==> config.mk <==
export PLATFORM = sky130hd
export DESIGN_NAME = alu_issue_stage_flat
export DESIGN_NICKNAME = d
export VERILOG_FILES = /design/src/rtl/mips_alu_pkg.sv /design/src/rtl/alu_issue_stage_if.sv /design/src/rtl/alu_ctrl_decode.sv /design/src/rtl/alu_issue_stage.sv /design/src/flat_wrapper.sv
export SDC_FILE = /design/constraint.sdc
export NUM_CORES = 1
export LEC_CHECK = 0
export CAP_MARGIN = 20
export CORE_MARGIN = 5
export CORE_UTILIZATION = 44
export DETAILED_ROUTE_END_ITERATION = 10
export MAX_ROUTING_LAYER = met4
export PLACE_DENSITY = 0.88
export REMOVE_ABC_BUFFERS = 1
export SLEW_MARGIN = 10
export SYNTH_ARGS = -nofsm -noshare
export SYNTH_HDL_FRONTEND = slang
export SYNTH_SLANG_ARGS = --single-unit
==> constraint.sdc <==
create_clock -name clk -period 4.4 [get_ports clk]
set_input_delay 0.66 -clock clk [delete_from_list [all_inputs] [get_ports clk]]
set_output_delay 0.66 -clock clk [all_outputs]
set_load 0.05 [all_outputs]
==> src/rtl/mips_alu_pkg.sv <==
`default_nettype none
// ============================================================================
// Module  : mips_alu_pkg
// Brief   : ALU control codes, ALUOp encodings and funct/opcode values shared
//           by the ALU issue stage and its control decoder.
// Revision: 1.0 - initial release
// ============================================================================
package mips_alu_pkg;

    typedef enum logic [1:0] {
        ALUOP_ADD   = 2'b00,
        ALUOP_SUB   = 2'b01,
        ALUOP_RTYPE = 2'b10,
        ALUOP_ITYPE = 2'b11
    } aluop_e;

    localparam logic [3:0] c_ctrl_and = 4'b0000;
    localparam logic [3:0] c_ctrl_or  = 4'b0001;
    localparam logic [3:0] c_ctrl_add = 4'b0010;
    localparam logic [3:0] c_ctrl_sub = 4'b0110;
    localparam logic [3:0] c_ctrl_slt = 4'b0111;
    localparam logic [3:0] c_ctrl_nor = 4'b1100;
    localparam logic [3:0] c_ctrl_bad = 4'b1111;

    localparam logic [5:0] c_funct_add  = 6'b100000;
    localparam logic [5:0] c_funct_addu = 6'b100001;
    localparam logic [5:0] c_funct_sub  = 6'b100010;
    localparam logic [5:0] c_funct_subu = 6'b100011;
    localparam logic [5:0] c_funct_and  = 6'b100100;
    localparam logic [5:0] c_funct_or   = 6'b100101;
    localparam logic [5:0] c_funct_nor  = 6'b100111;
    localparam logic [5:0] c_funct_slt  = 6'b101010;

    localparam logic [5:0] c_op_addi  = 6'b001000;
    localparam logic [5:0] c_op_addiu = 6'b001001;
    localparam logic [5:0] c_op_slti  = 6'b001010;
    localparam logic [5:0] c_op_andi  = 6'b001100;
    localparam logic [5:0] c_op_ori   = 6'b001101;

endpackage : mips_alu_pkg
`default_nettype wire

==> src/rtl/alu_issue_stage_if.sv <==
`default_nettype none
// ============================================================================
// Module  : alu_issue_stage_if
// Brief   : Upstream instruction, forwarding and downstream ALU bundle of the
//           ID/EX issue stage. master = testbench/upstream, slave = stage.
// Revision: 1.0 - initial release
// ============================================================================
interface alu_issue_stage_if #(
    parameter int DATA_W     = 32,
    parameter int REG_ADDR_W = 5
);
    logic                  flush;
    logic                  in_valid;
    logic                  in_ready;
    logic [1:0]            alu_op;
    logic [5:0]            opcode;
    logic [5:0]            funct;
    logic [REG_ADDR_W-1:0] rs_addr;
    logic [REG_ADDR_W-1:0] rt_addr;
    logic [DATA_W-1:0]     rs_data;
    logic [DATA_W-1:0]     rt_data;
    logic [15:0]           imm;
    logic                  alu_src;
    logic [REG_ADDR_W-1:0] dest_addr_in;
    logic                  dest_we_in;
    logic                  mem_we;
    logic [REG_ADDR_W-1:0] mem_addr;
    logic [DATA_W-1:0]     mem_data;
    logic                  wb_we;
    logic [REG_ADDR_W-1:0] wb_addr;
    logic [DATA_W-1:0]     wb_data;
    logic                  out_valid;
    logic                  out_ready;
    logic [3:0]            alu_control;
    logic [DATA_W-1:0]     operand_a;
    logic [DATA_W-1:0]     operand_b;
    logic [DATA_W-1:0]     store_data;
    logic [REG_ADDR_W-1:0] dest_addr;
    logic                  dest_we;
    logic                  illegal;

    modport master (
        output flush, in_valid, alu_op, opcode, funct, rs_addr, rt_addr,
               rs_data, rt_data, imm, alu_src, dest_addr_in, dest_we_in,
               mem_we, mem_addr, mem_data, wb_we, wb_addr, wb_data, out_ready,
        input  in_ready, out_valid, alu_control, operand_a, operand_b,
               store_data, dest_addr, dest_we, illegal
    );

    modport slave (
        input  flush, in_valid, alu_op, opcode, funct, rs_addr, rt_addr,
               rs_data, rt_data, imm, alu_src, dest_addr_in, dest_we_in,
               mem_we, mem_addr, mem_data, wb_we, wb_addr, wb_data, out_ready,
        output in_ready, out_valid, alu_control, operand_a, operand_b,
               store_data, dest_addr, dest_we, illegal
    );

endinterface : alu_issue_stage_if
`default_nettype wire

==> src/rtl/alu_ctrl_decode.sv <==
`default_nettype none
// ============================================================================
// Module  : alu_ctrl_decode
// Brief   : Combinational ALUOp/funct/opcode to 4-bit ALU control decoder,
//           flagging unsupported encodings and zero-extending immediates.
// Revision: 1.0 - initial release
// ============================================================================
module alu_ctrl_decode
    import mips_alu_pkg::*;
(
    input  wire logic [1:0] alu_op,
    input  wire logic [5:0] opcode,
    input  wire logic [5:0] funct,
    output logic      [3:0] alu_control,
    output logic            illegal,
    output logic            zero_ext
);

    always_comb begin
        alu_control = c_ctrl_bad;
        illegal     = 1'b0;
        zero_ext    = 1'b0;
        case (aluop_e'(alu_op))
            ALUOP_ADD: alu_control = c_ctrl_add;
            ALUOP_SUB: alu_control = c_ctrl_sub;
            ALUOP_RTYPE: begin
                case (funct)
                    c_funct_add, c_funct_addu: alu_control = c_ctrl_add;
                    c_funct_sub, c_funct_subu: alu_control = c_ctrl_sub;
                    c_funct_and:               alu_control = c_ctrl_and;
                    c_funct_or:                alu_control = c_ctrl_or;
                    c_funct_nor:               alu_control = c_ctrl_nor;
                    c_funct_slt:               alu_control = c_ctrl_slt;
                    default:                   illegal     = 1'b1;
                endcase
            end
            ALUOP_ITYPE: begin
                case (opcode)
                    c_op_addi, c_op_addiu: alu_control = c_ctrl_add;
                    c_op_slti:             alu_control = c_ctrl_slt;
                    c_op_andi: begin
                        alu_control = c_ctrl_and;
                        zero_ext    = 1'b1;
                    end
                    c_op_ori: begin
                        alu_control = c_ctrl_or;
                        zero_ext    = 1'b1;
                    end
                    default:               illegal     = 1'b1;
                endcase
            end
            default: illegal = 1'b1;
        endcase
    end

endmodule : alu_ctrl_decode
`default_nettype wire

==> src/rtl/alu_issue_stage.sv <==
`default_nettype none
// ============================================================================
// Module  : alu_issue_stage
// Brief   : ID/EX stage register with ALU control decode, MEM/WB operand
//           forwarding and valid/ready handshake with synchronous flush.
// Revision: 1.0 - initial release
// ============================================================================
module alu_issue_stage #(
    parameter int DATA_W     = 32,
    parameter int REG_ADDR_W = 5
) (
    input  wire logic       clk,
    input  wire logic       rst_n,
    alu_issue_stage_if.slave bus
);

    logic [3:0]            w_alu_control;
    logic                  w_illegal;
    logic                  w_zero_ext;
    logic                  w_in_ready;
    logic                  w_capture;
    logic [DATA_W-1:0]     w_fwd_rs;
    logic [DATA_W-1:0]     w_fwd_rt;
    logic [DATA_W-1:0]     w_ext_imm;

    logic                  r_valid;
    logic [3:0]            r_alu_control;
    logic [DATA_W-1:0]     r_operand_a;
    logic [DATA_W-1:0]     r_operand_b;
    logic [DATA_W-1:0]     r_store_data;
    logic [REG_ADDR_W-1:0] r_dest_addr;
    logic                  r_dest_we;
    logic                  r_illegal;

    // Nearest producer wins; register 0 is hardwired and never forwarded.
    function automatic logic [DATA_W-1:0] fwd_sel(
        input logic [REG_ADDR_W-1:0] src,
        input logic [DATA_W-1:0]     rf_data,
        input logic                  mem_we,
        input logic [REG_ADDR_W-1:0] mem_addr,
        input logic [DATA_W-1:0]     mem_data,
        input logic                  wb_we,
        input logic [REG_ADDR_W-1:0] wb_addr,
        input logic [DATA_W-1:0]     wb_data
    );
        logic src_nz;
        src_nz = (src != '0);
        if (mem_we && (mem_addr == src) && src_nz) begin
            return mem_data;
        end else if (wb_we && (wb_addr == src) && src_nz) begin
            return wb_data;
        end
        return rf_data;
    endfunction

    alu_ctrl_decode u_alu_ctrl_decode (
        .alu_op      (bus.alu_op),
        .opcode      (bus.opcode),
        .funct       (bus.funct),
        .alu_control (w_alu_control),
        .illegal     (w_illegal),
        .zero_ext    (w_zero_ext)
    );

    always_comb begin
        w_fwd_rs = fwd_sel(bus.rs_addr, bus.rs_data, bus.mem_we, bus.mem_addr,
                           bus.mem_data, bus.wb_we, bus.wb_addr, bus.wb_data);
        w_fwd_rt = fwd_sel(bus.rt_addr, bus.rt_data, bus.mem_we, bus.mem_addr,
                           bus.mem_data, bus.wb_we, bus.wb_addr, bus.wb_data);
        w_ext_imm = w_zero_ext ? {{(DATA_W-16){1'b0}}, bus.imm}
                               : {{(DATA_W-16){bus.imm[15]}}, bus.imm};
    end

    assign w_in_ready = !bus.flush && (!r_valid || bus.out_ready);
    assign w_capture  = bus.in_valid && w_in_ready;

    always_ff @(posedge clk or negedge rst_n) begin
        if (!rst_n) begin
            r_valid <= 1'b0;
        end else if (bus.flush) begin
            r_valid <= 1'b0;
        end else if (w_capture) begin
            r_valid <= 1'b1;
        end else if (bus.out_ready) begin
            r_valid <= 1'b0;
        end
    end

    // Payload only moves on capture so held entries and bubbles stay stable.
    always_ff @(posedge clk or negedge rst_n) begin
        if (!rst_n) begin
            r_alu_control <= '0;
            r_operand_a   <= '0;
            r_operand_b   <= '0;
            r_store_data  <= '0;
            r_dest_addr   <= '0;
            r_dest_we     <= 1'b0;
            r_illegal     <= 1'b0;
        end else if (w_capture) begin
            r_alu_control <= w_alu_control;
            r_operand_a   <= w_fwd_rs;
            r_operand_b   <= bus.alu_src ? w_ext_imm : w_fwd_rt;
            r_store_data  <= w_fwd_rt;
            r_dest_addr   <= bus.dest_addr_in;
            r_dest_we     <= bus.dest_we_in && !w_illegal;
            r_illegal     <= w_illegal;
        end
    end

    assign bus.in_ready    = w_in_ready;
    assign bus.out_valid   = r_valid;
    assign bus.alu_control = r_alu_control;
    assign bus.operand_a   = r_operand_a;
    assign bus.operand_b   = r_operand_b;
    assign bus.store_data  = r_store_data;
    assign bus.dest_addr   = r_dest_addr;
    assign bus.dest_we     = r_dest_we;
    assign bus.illegal     = r_illegal;

endmodule : alu_issue_stage
`default_nettype wire

==> src/flat_wrapper.sv <==
// flat-port wrapper written by rule: the top's interface ports become plain ports
module alu_issue_stage_flat 
#(
    parameter int DATA_W     = 32,
    parameter int REG_ADDR_W = 5
)
  (clk, rst_n, bus_flush, bus_in_valid, bus_alu_op, bus_opcode, bus_funct, bus_rs_addr, bus_rt_addr, bus_rs_data, bus_rt_data, bus_imm, bus_alu_src, bus_dest_addr_in, bus_dest_we_in, bus_mem_we, bus_mem_addr, bus_mem_data, bus_wb_we, bus_wb_addr, bus_wb_data, bus_out_ready, bus_in_ready, bus_out_valid, bus_alu_control, bus_operand_a, bus_operand_b, bus_store_data, bus_dest_addr, bus_dest_we, bus_illegal);
  alu_issue_stage_if #(.DATA_W(DATA_W), .REG_ADDR_W(REG_ADDR_W)) bus_i ();
  input  wire logic clk;
  input  wire logic rst_n;
  input wire logic [$bits(bus_i.flush)-1:0] bus_flush;
  input wire logic [$bits(bus_i.in_valid)-1:0] bus_in_valid;
  input wire logic [$bits(bus_i.alu_op)-1:0] bus_alu_op;
  input wire logic [$bits(bus_i.opcode)-1:0] bus_opcode;
  input wire logic [$bits(bus_i.funct)-1:0] bus_funct;
  input wire logic [$bits(bus_i.rs_addr)-1:0] bus_rs_addr;
  input wire logic [$bits(bus_i.rt_addr)-1:0] bus_rt_addr;
  input wire logic [$bits(bus_i.rs_data)-1:0] bus_rs_data;
  input wire logic [$bits(bus_i.rt_data)-1:0] bus_rt_data;
  input wire logic [$bits(bus_i.imm)-1:0] bus_imm;
  input wire logic [$bits(bus_i.alu_src)-1:0] bus_alu_src;
  input wire logic [$bits(bus_i.dest_addr_in)-1:0] bus_dest_addr_in;
  input wire logic [$bits(bus_i.dest_we_in)-1:0] bus_dest_we_in;
  input wire logic [$bits(bus_i.mem_we)-1:0] bus_mem_we;
  input wire logic [$bits(bus_i.mem_addr)-1:0] bus_mem_addr;
  input wire logic [$bits(bus_i.mem_data)-1:0] bus_mem_data;
  input wire logic [$bits(bus_i.wb_we)-1:0] bus_wb_we;
  input wire logic [$bits(bus_i.wb_addr)-1:0] bus_wb_addr;
  input wire logic [$bits(bus_i.wb_data)-1:0] bus_wb_data;
  input wire logic [$bits(bus_i.out_ready)-1:0] bus_out_ready;
  output wire logic [$bits(bus_i.in_ready)-1:0] bus_in_ready;
  output wire logic [$bits(bus_i.out_valid)-1:0] bus_out_valid;
  output wire logic [$bits(bus_i.alu_control)-1:0] bus_alu_control;
  output wire logic [$bits(bus_i.operand_a)-1:0] bus_operand_a;
  output wire logic [$bits(bus_i.operand_b)-1:0] bus_operand_b;
  output wire logic [$bits(bus_i.store_data)-1:0] bus_store_data;
  output wire logic [$bits(bus_i.dest_addr)-1:0] bus_dest_addr;
  output wire logic [$bits(bus_i.dest_we)-1:0] bus_dest_we;
  output wire logic [$bits(bus_i.illegal)-1:0] bus_illegal;
  assign bus_i.flush = bus_flush;
  assign bus_i.in_valid = bus_in_valid;
  assign bus_i.alu_op = bus_alu_op;
  assign bus_i.opcode = bus_opcode;
  assign bus_i.funct = bus_funct;
  assign bus_i.rs_addr = bus_rs_addr;
  assign bus_i.rt_addr = bus_rt_addr;
  assign bus_i.rs_data = bus_rs_data;
  assign bus_i.rt_data = bus_rt_data;
  assign bus_i.imm = bus_imm;
  assign bus_i.alu_src = bus_alu_src;
  assign bus_i.dest_addr_in = bus_dest_addr_in;
  assign bus_i.dest_we_in = bus_dest_we_in;
  assign bus_i.mem_we = bus_mem_we;
  assign bus_i.mem_addr = bus_mem_addr;
  assign bus_i.mem_data = bus_mem_data;
  assign bus_i.wb_we = bus_wb_we;
  assign bus_i.wb_addr = bus_wb_addr;
  assign bus_i.wb_data = bus_wb_data;
  assign bus_i.out_ready = bus_out_ready;
  assign bus_in_ready = bus_i.in_ready;
  assign bus_out_valid = bus_i.out_valid;
  assign bus_alu_control = bus_i.alu_control;
  assign bus_operand_a = bus_i.operand_a;
  assign bus_operand_b = bus_i.operand_b;
  assign bus_store_data = bus_i.store_data;
  assign bus_dest_addr = bus_i.dest_addr;
  assign bus_dest_we = bus_i.dest_we;
  assign bus_illegal = bus_i.illegal;
  alu_issue_stage #(.DATA_W(DATA_W), .REG_ADDR_W(REG_ADDR_W)) u_core (.clk(clk), .rst_n(rst_n), .bus(bus_i));
endmodule
==> flow_metrics.py, run 1 <==
metrics = {
    "die": {
        "initial_core_util": 0.450,
        "die_y_um": 127,
        "rows": 42,
        "die_w_um": 127,
        "die_area_mm2": 0.0160,
        "core_mm2": 0.0133,
        "boundaryPins": 301,
    },
    "sta": {
        "fin_ws_ps": 1350,
        "fmax_mhz": 328,
        "fin_skew_ps": 8.36,
        "fin_tns_setup_ps": 0,
        "relSlewSlack": 0.318,
        "slew_violations": 0,
        "hold_violations": 0,
        "tightest_slew_ps": 1020,
        "finalCritPeriodShare": 0.692,
        "layout_min_cycle_time_ps": 3050,
        "setup_violations": 0,
        "rsz0062_at_grt": "no",
    },
    "grt": {
        "grt_max_degree": 78,
        "antenna_found_initial": 0,
        "gr-usage-all-layers": 0.290,
        "grt_pass1_wl_um": 35600,
        "overflow": 0,
        "grt_pass1_vias": 6569,
    },
    "clock_network": {
        "root_buffer": "clkbuf_16",
        "cts_max_path_buffers": 2,
        "cts-buffers-inserted": 9,
        "cts_tree": "done",
        "cts_sinks": 108,
        "cts_setup_buffers": 0,
        "ctsResizeCount": 0,
        "insertion_delay_ps": 350,
        "path_clk_slew_ps": 70,
        "cts_hold_buf": 0,
        "htree_num_levels": 3,
    },
    "drt": {
        "drt-total-wl_um": 23400,
        "vias_per_cell": 5.90,
        "drtIter0Drc": 402,
        "via_count": 6385,
        "drc": 0,
        "ant_nets": 0,
        "drtPass1Iterations": 5,
        "post_drt_wl_per_cell_um": 21.6,
    },
    "placed_design": {
        "place.gp.congestion": 0.881,
        "io_buffers": 300,
        "place_ws_ps": 975,
        "dpl.hpwl_um": 16800,
    },
    "logic_synthesis": {
        "ys_seq_elements": 108,
        "synth_area_leaders": "dfrtp_1 45%, o21ai_0 7.2%, nand2_1 6.8%",
        "synthDistinctLibCells": 37,
        "synth.top_cell.area_share": 0.452,
        "synth_area_leader_cell": "dfrtp_1",
        "ys_warn_count": 0,
        "synth-seq-area-share": 0.452,
        "synth_area_per_cell_um2": 9.41,
        "synthCells": 635,
        "syn_area_mm2": 0.00598,
    },
    "power": {
        "power.density_mw_per_mm2": 386,
        "p_leak_nw": 3.71,
        "ir_worst_vdd_mv": 0.257,
    },
    "critical_path": {
        "reg2reg_from": "u_core.bus.out_valid",
        "cp.arrival_ps": 3290,
        "reg2reg_slack_ps": 2140,
        "critPathMaxFanout": 18,
        "cp_data_required_time_ps": 4650,
        "r2r_end": "u_core.bus.operand_b[20]",
        "critPathKind": "in2reg",
        "reg2regPathDepth": 5,
        "cp-end-kind": "flop",
        "cp-start-kind": "input pin",
    },
    "cells_and_area": {
        "final_common_cell": "clkdlybuf4s50_1",
        "layout.nets": 1095,
        "layout_common_cells": "299 x clkdlybuf4s50_1, 108 x nand2_1, 108 x dfrtp_1, 86 x o21ai_0, 47 x o31ai_1",
        "post-route-util": 0.706,
        "area_growth_pct": 57.0,
        "layout-drive-gt1-share": 0.0750,
        "antenna-diode-count": 0,
    },
    "hold_path": {
        "hp-class": "in2async",
    },
    "outcome": {
        "status": "finished, final reports clean",
    },
    "job": {
        "maxCapViolCount": 0,
    },
}
-- how the worst max path moves through the flow --
stage                               startpoint                  endpoint  slack, ps  cells after the start
after floorplan           u_core.bus.out_valid  u_core.bus.operand_b[15]        230                      4
after global placement          bus_rt_addr[0]  u_core.bus.operand_b[15]       1040                      7
after detailed placement        bus_rt_addr[0]  u_core.bus.operand_b[20]        980                      7
after CTS                       bus_rt_addr[0]  u_core.bus.operand_b[20]       1350                      7
after global routing            bus_rt_addr[0]  u_core.bus.operand_b[15]       1190                      7
final                           bus_rt_addr[0]  u_core.bus.operand_b[15]       1350                      7
-- layout make-up --
class                      count  area (um^2)
fill                        1012         3910
timing repair buffer         316         3150
multi-input combinational    466         2980
sequential                   108         2700
clock buffer                  12          256
tap                          176          220
clock inverter                 3         68.8
inverter                       2         7.51
-- logic make-up (layout without fill, tap and decap cells) --
kind of cell           count (synthesis)  after routing  synth area share
AO/OA/AOI/OAI                        237            237             0.307
XOR/XNOR                              20             20            0.0293
buffers and inverters                 61            333            0.0542
flip-flops                           108            108             0.452
multiplexers                           1              1           0.00188
AND/OR/NAND/NOR                      208            208             0.155
-- worst max-delay path, cell delays in order --
cell,delay (ps)
clkdlybuf4s50_1,480
or4_4,570
o211ai_2,210
or3_2,430
buf_4,440
a221oi_1,180
o311ai_1,310
-- report_power, final --
part	switching, W	total [W]	internal (W)
sequential	0.0000862	0.00124	0.00115
clock	0.000364	0.000894	0.000530
combinational	0.000929	0.00149	0.000560
-- flip-flops by register name, summed over array words and instances (netlist names) --
name	count
u_core.bus.operand_a	32
u_core.bus.operand_b	32
u_core.bus.store_data	32
u_core.bus.dest_addr	5
u_core.bus.alu_control	4
u_core.bus.dest_we	1
u_core.bus.illegal	1
u_core.bus.out_valid	1
-- per-stage QoR --
step                      cells  hold slack, ps  cell area, um^2  power [W]
after floorplan             576             364             5660    0.00209
after global placement     1067             456             9040    0.00272
after detailed placement   1068             466             9060    0.00274
after CTS                  1083             286             9380    0.00363
after global routing       1083             316             9380    0.00375
final                      1083             280             9380    0.00362
-- Yosys cell counts, drive strengths merged --
cell,number
inv,2
or3,3
nand3,5
o21ai,87
and4b,1
nand4,4
or2,2
o311ai,17
o21ba,1
a221oi,64
mux2,1
nor3,3
or3b,1
nand2,108
dfrtp,108
o211ai,3
xnor2,20
clkbuf,38
or4,2
o31ai,47
a21o,15
nand2b,1
o311a,1
buf,21
nor2b,3
a221o,1
nor2,42
a21oi,1
and2,33
-- routing by layer --
layer	vias up	wire (um)	GRT usage
met4	0	675	0.107
met1	3060	9110	0.354
met3	54	2400	0.0736
met2	378	11200	0.468
met5	-	0	-
li1	2893	-	-
No activity file was read; power rests on OpenSTA's default activity.
==> run 2: changes to the inputs <==
CORE_UTILIZATION = 41   (was 44)
PLACE_DENSITY = 0.83   (was 0.88)
clock period = 3.1 ns   (was 4.4 ns; I/O delays follow)
==> run 2 against run 1 <==
Clock skew increased by 1.9 ps. First-iteration DRC count increased by 1.5%. Routed wire length decreased by 0.81%. Critical path depth unchanged. Sequential power increased by 42%. Power increased by 39%. Highest routed layer unchanged.
==> flow_metrics.py, run 2 (synthesis gave the netlist of run 1 again) <==
metrics = {
    "clock_network": {
        "cts_max_path_buffers": 2,
        "cts_setup_buffers": 0,
        "cts_sinks": 108,
        "root_buffer": "clkbuf_16",
        "ctsResizeCount": 0,
        "htree_num_levels": 3,
        "cts_hold_buf": 0,
        "insertion_delay_ps": 350,
        "cts-buffers-inserted": 9,
        "path_clk_slew_ps": 70,
        "cts_tree": "done",
    },
    "cells_and_area": {
        "area_growth_pct": 57.7,
        "final_common_cell": "clkdlybuf4s50_1",
        "layout-drive-gt1-share": 0.0811,
        "layout_common_cells": "299 x clkdlybuf4s50_1, 108 x nand2_1, 108 x dfrtp_1, 86 x o21ai_0, 47 x o31ai_1",
        "fin_area_mm2": 0.00942,
        "layout.nets": 1100,
        "fill_cells": 1151,
        "post-route-util": 0.653,
        "antenna-diode-count": 0,
    },
    "power": {
        "clkPwrFrac": 0.230,
        "power_frac_comb": 0.420,
        "power.density_mw_per_mm2": 534,
        "p_int_w": 0.00307,
        "p_leak_nw": 3.73,
        "seq_power_share": 0.350,
        "swShare": 0.389,
        "ir_worst_vdd_mv": 0.341,
        "power.switching_w": 0.00196,
    },
    "placed_design": {
        "dpl.hpwl_um": 17000,
        "place_ws_ps": 301,
        "io_buffers": 300,
        "place.gp.congestion": 0.922,
        "dpl_cell_area_mm2": 0.00913,
    },
    "critical_path": {
        "reg2reg_slack_ps": 1030,
        "cp_top_family": "buffers and inverters",
        "cpMaxStageDelayCell": "or3_2",
        "cp.arrival_ps": 2610,
        "path_depth": 7,
        "crit_chain": "clkdlybuf4s50_1 -> xnor2_1 -> o211ai_2 -> or3_2 -> buf_4 -> a221oi_1 -> o311ai_1",
        "r2r_end": "u_core.bus.operand_b[27]",
        "cp_data_required_time_ps": 3290,
        "path_buf_inv": 2,
        "reg2reg_from": "u_core.bus.out_valid",
        "reg2regPathDepth": 5,
        "cp-start-kind": "input pin",
        "critPathMaxFanout": 17,
        "cp-endpoint": "u_core.bus.operand_b[31]",
        "max_stage_delay_ps": 490,
        "critPathKind": "in2reg",
        "cp-end-kind": "flop",
        "startpoint": "bus_rt_addr[1]",
    },
    "sta": {
        "rsz0062_at_grt": "no",
        "fin_skew_ps": 10.2,
        "relSlewSlack": 0.350,
        "hold_violations": 0,
        "slew_violations": 0,
        "finalCritPeriodShare": 0.781,
        "layout_min_cycle_time_ps": 2420,
        "fin_ws_ps": 678,
        "tightest_slew_ps": 972,
        "setup_violations": 0,
        "fmax_mhz": 413,
    },
    "grt": {
        "antenna_found_initial": 0,
        "gr-usage-all-layers": 0.274,
        "grt_pass1_vias": 6497,
        "overflow": 0,
        "grt_pass1_wl_um": 35100,
        "grt_max_degree": 59,
    },
    "die": {
        "boundaryPins": 301,
        "die_w_um": 131,
        "die_y_um": 131,
        "initial_core_util": 0.414,
        "core_mm2": 0.0144,
        "rows": 44,
        "die_area_mm2": 0.0171,
    },
    "drt": {
        "drtIter0Drc": 408,
        "post_drt_wl_per_cell_um": 21.2,
        "drt-total-wl_um": 23200,
        "vias_per_cell": 5.73,
        "drtPass1Iterations": 5,
        "drc": 0,
        "ant_nets": 0,
        "via_count": 6281,
    },
    "job": {
        "maxCapViolCount": 0,
    },
    "hold_path": {
        "hp-class": "in2async",
    },
    "outcome": {
        "status": "finished, final reports clean",
    },
}
## run 2: cell types whose count changed in the layout (fill, tap and decap cells not counted)
cell        before  now
buf_12           2    4
clkinvlp_4       0    1
bufinv_16        2    1
clkbuf_8         2    1
clkinv_2         0    3
inv_6            1    0
buf_4           15   18
clkbuf_1         1    0
## run 2: power by group through the flow
| stage | Sequential, W | Clock [W] | Combinational [W] |
|---|---|---|---|
| final | 0.00176 | 0.00116 | 0.00211 |
| after global placement | 0.00178 | 0 | 0.00210 |
| after global routing | 0.00179 | 0.00123 | 0.00222 |
| after floorplan | 0.00258 | 0 | 0.000383 |
| after detailed placement | 0.00179 | 0 | 0.00212 |
| after CTS | 0.00176 | 0.00117 | 0.00213 |
## run 2: per-layer routing
metal,GRT usage,vias up,part of all wire
met5,-,-,0
met4,0.0835,0,0.022
met3,0.0732,46,0.098
met2,0.458,325,0.50
met1,0.326,3004,0.38
li1,-,2906,-
## run 2: area by class of cell
cell class              instances  area [um^2]  share of cell area
flip-flops and latches        108         2700               0.287
clock buffers                  10          239              0.0254
well taps                     184          230              0.0244
multi-input cells             466         2980               0.317
clock inverters                 5         52.6             0.00558
repair buffers                321         3210               0.340
inverters                       2         7.51            0.000797
## run 2: worst min path at each step
stage                            startpoint                         to  slack, ps  depth (start not counted)
floorplan                             rst_n  u_core.bus.alu_control[0]        170                          0
finish                                rst_n    u_core.bus.dest_addr[3]        130                          1
detailed placement  u_core.bus.dest_addr[0]    u_core.bus.dest_addr[0]        470                          2
global route                          rst_n    u_core.bus.dest_addr[3]        170                          1
CTS                                   rst_n    u_core.bus.dest_addr[3]        140                          1
global placement    u_core.bus.dest_addr[0]    u_core.bus.dest_addr[0]        460                          2
## run 2: worst reg2reg max path: stages (launching register included)
cell,delay [ps]
dfrtp_1,370
nor2b_1,150
nor2_1,110
and2_2,210
nand4_1,730
o311ai_1,390
## run 2: stage by stage
step	setup TNS, ps	total power [W]	hold slack (ps)	std cells
floorplan	-61280	0.00296	169	576
global route	0	0.00524	171	1096
finish	0	0.00503	127	1096
CTS	0	0.00506	139	1096
global placement	0	0.00388	456	1081
detailed placement	0	0.00391	466	1081
==> run 3: changes to the inputs <==
clock period = 2.36 ns   (was 3.1 ns; I/O delays follow)
==> run 3 against run 2 <==
Die area did not move. Combinational power rose by 34%. Critical endpoint is now u_core.bus.store_data[9]. Critical path depth did not move. Register-to-register slack got worse by 540 ps. Count of clock-buffer cells in the layout fell by 1. Non-clock buffer count rose by 30. Power rose by 34%. Sequential share of layout area fell by 1.0 points. Clock power rose by 36%.
==> flow_metrics.py, run 3 (synthesis gave the netlist of run 1 again) <==
metrics = {
    "grt": {
        "antenna_found_initial": 0,
        "grt_pass1_vias": 6674,
        "grt_max_degree": 80,
        "grt_pass1_wl_um": 34800,
        "gr-usage-all-layers": 0.274,
        "overflow": 0,
    },
    "clock_network": {
        "cts_tree": "done",
        "htree_num_levels": 3,
        "insertion_delay_ps": 360,
        "cts_sinks": 108,
        "cts-buffers-inserted": 9,
        "path_clk_slew_ps": 70,
        "root_buffer": "clkbuf_16",
        "cts_max_path_buffers": 2,
    },
    "power": {
        "ir_worst_vdd_mv": 0.606,
        "power.density_mw_per_mm2": 688,
        "p_leak_nw": 3.92,
        "fin_total_pwr_w": 0.00673,
    },
    "sta": {
        "layout_min_cycle_time_ps": 2250,
        "slew_violations": 0,
        "setup_violations": 0,
        "fmax_mhz": 444,
        "rsz0062_at_grt": "no",
        "tightest_slew_ps": 686,
        "relSlewSlack": 0.542,
        "fin_ws_ps": 110,
        "fin_skew_ps": 8.70,
        "hold_violations": 0,
        "finalCritPeriodShare": 0.953,
    },
    "drt": {
        "vias_per_cell": 5.75,
        "drtIter0Drc": 420,
        "via_count": 6489,
        "drc": 0,
        "post_drt_wl_per_cell_um": 21.2,
        "ant_nets": 0,
        "drt-total-wl_um": 23900,
        "drtPass1Iterations": 5,
    },
    "cells_and_area": {
        "post-route-util": 0.678,
        "antenna-diode-count": 0,
        "layout.nets": 1131,
        "layout_common_cells": "298 x clkdlybuf4s50_1, 108 x nand2_1, 108 x dfrtp_1, 86 x o21ai_0, 47 x o31ai_1",
        "multiInputGateArea_mm2": 0.00300,
        "final_cell_count_no_fill": 1128,
        "layout-drive-gt1-share": 0.113,
        "area_growth_pct": 63.6,
        "final_common_cell": "clkdlybuf4s50_1",
        "fill_cells": 1155,
        "seq_area_mm2": 0.00270,
    },
    "critical_path": {
        "crit_chain": "clkdlybuf4s50_1 -> xnor2_1 -> nand3_1 -> or3_2 -> buf_4 -> a221oi_1 -> o31ai_1",
        "reg2reg_slack_ps": 490,
        "cp.arrival_ps": 2460,
        "critPathKind": "in2reg",
        "critPathMaxFanout": 14,
        "cpMaxStageDelayCell": "clkdlybuf4s50_1",
        "cp_data_required_time_ps": 2570,
        "cp-start-kind": "input pin",
        "max_stage_delay_ps": 590,
        "cp-end-kind": "flop",
    },
    "die": {
        "die_area_mm2": 0.0171,
        "die_y_um": 131,
        "boundaryPins": 301,
        "die_w_um": 131,
        "rows": 44,
        "initial_core_util": 0.414,
        "core_mm2": 0.0144,
    },
    "placed_design": {
        "dpl.hpwl_um": 17700,
        "placedCellCount": 1110,
        "io_buffers": 300,
        "place.gp.congestion": 0.877,
        "place_ws_ps": -354,
    },
    "job": {
        "maxCapViolCount": 0,
    },
    "hold_path": {
        "hp-class": "reg2reg",
    },
    "outcome": {
        "status": "finished, final reports clean",
    },
}
-- run 3: cell count changes in the layout (fill, tap and decap cells not counted), moves of 2 or more --
cell      previous run  this run
inv_6                0         3
buf_4               18        40
buf_12               4        12
clkinv_2             3         1
-- run 3: what timing repair did --
| action | in CTS | in global routing |
|---|---|---|
| hold buffers | 1 | 0 |
| resized for setup | 0 | 2 |
| hold endpoints to repair | 33 | 0 |
| buffers inserted | 0 | 0 |
| setup endpoints to repair | 0 | 31 |
-- run 3: layout make-up --
cell class              instances  share of cell area
repair buffers                351               0.361
multi-input cells             467               0.307
flip-flops and latches        108               0.276
well taps                     184              0.0235
clock buffers                   9              0.0230
clock inverters                 7             0.00819
inverters                       2            0.000768
-- run 3: worst paths after layout --
kind | start | endpoint | cells after the start
max | bus_rt_addr[4] | u_core.bus.store_data[9] | 7
min | u_core.bus.dest_addr[3] | u_core.bus.dest_addr[3] | 2
max reg2reg | u_core.bus.out_valid | u_core.bus.operand_b[5] | 6
min reg2reg | u_core.bus.dest_addr[3] | u_core.bus.dest_addr[3] | 2
max in group asynchronous | rst_n | u_core.bus.operand_b[29] | 3
min in group asynchronous | rst_n | u_core.bus.dest_addr[3] | 2
-- run 3: critical path, delay by kind of cell --
family          cells  cell delay, ps
buf+inv             2             840
simple gates        2             590
compound gates      2             530
xor+xnor            1             140
-- run 3: per-stage QoR --
| stage | hold slack, ps | setup TNS (ps) | instance area, um^2 |
|---|---|---|---|
| after floorplan | 58.4 | -140010 | 5660 |
| after global placement | 342 | -16630 | 9450 |
| after detailed placement | 347 | -21360 | 9450 |
| after CTS | 484 | 0 | 9760 |
| after global routing | 505 | 0 | 9780 |
| final | 478 | 0 | 9780 |
-- run 3: power by group --
part	switching [W]	internal (W)	total, W
Clock	0.000741	0.000841	0.00158
Sequential	0.000173	0.00215	0.00232
Combinational	0.00174	0.00109	0.00283
-- run 3: layer usage --
| metal | track usage | vias to the layer above | part of all wire |
|---|---|---|---|
| li1 | - | 2973 | - |
| met1 | 0.311 | 3077 | 0.37 |
| met2 | 0.458 | 384 | 0.49 |
| met3 | 0.0764 | 55 | 0.11 |
| met4 | 0.113 | 0 | 0.027 |
| met5 | - | - | 0 |
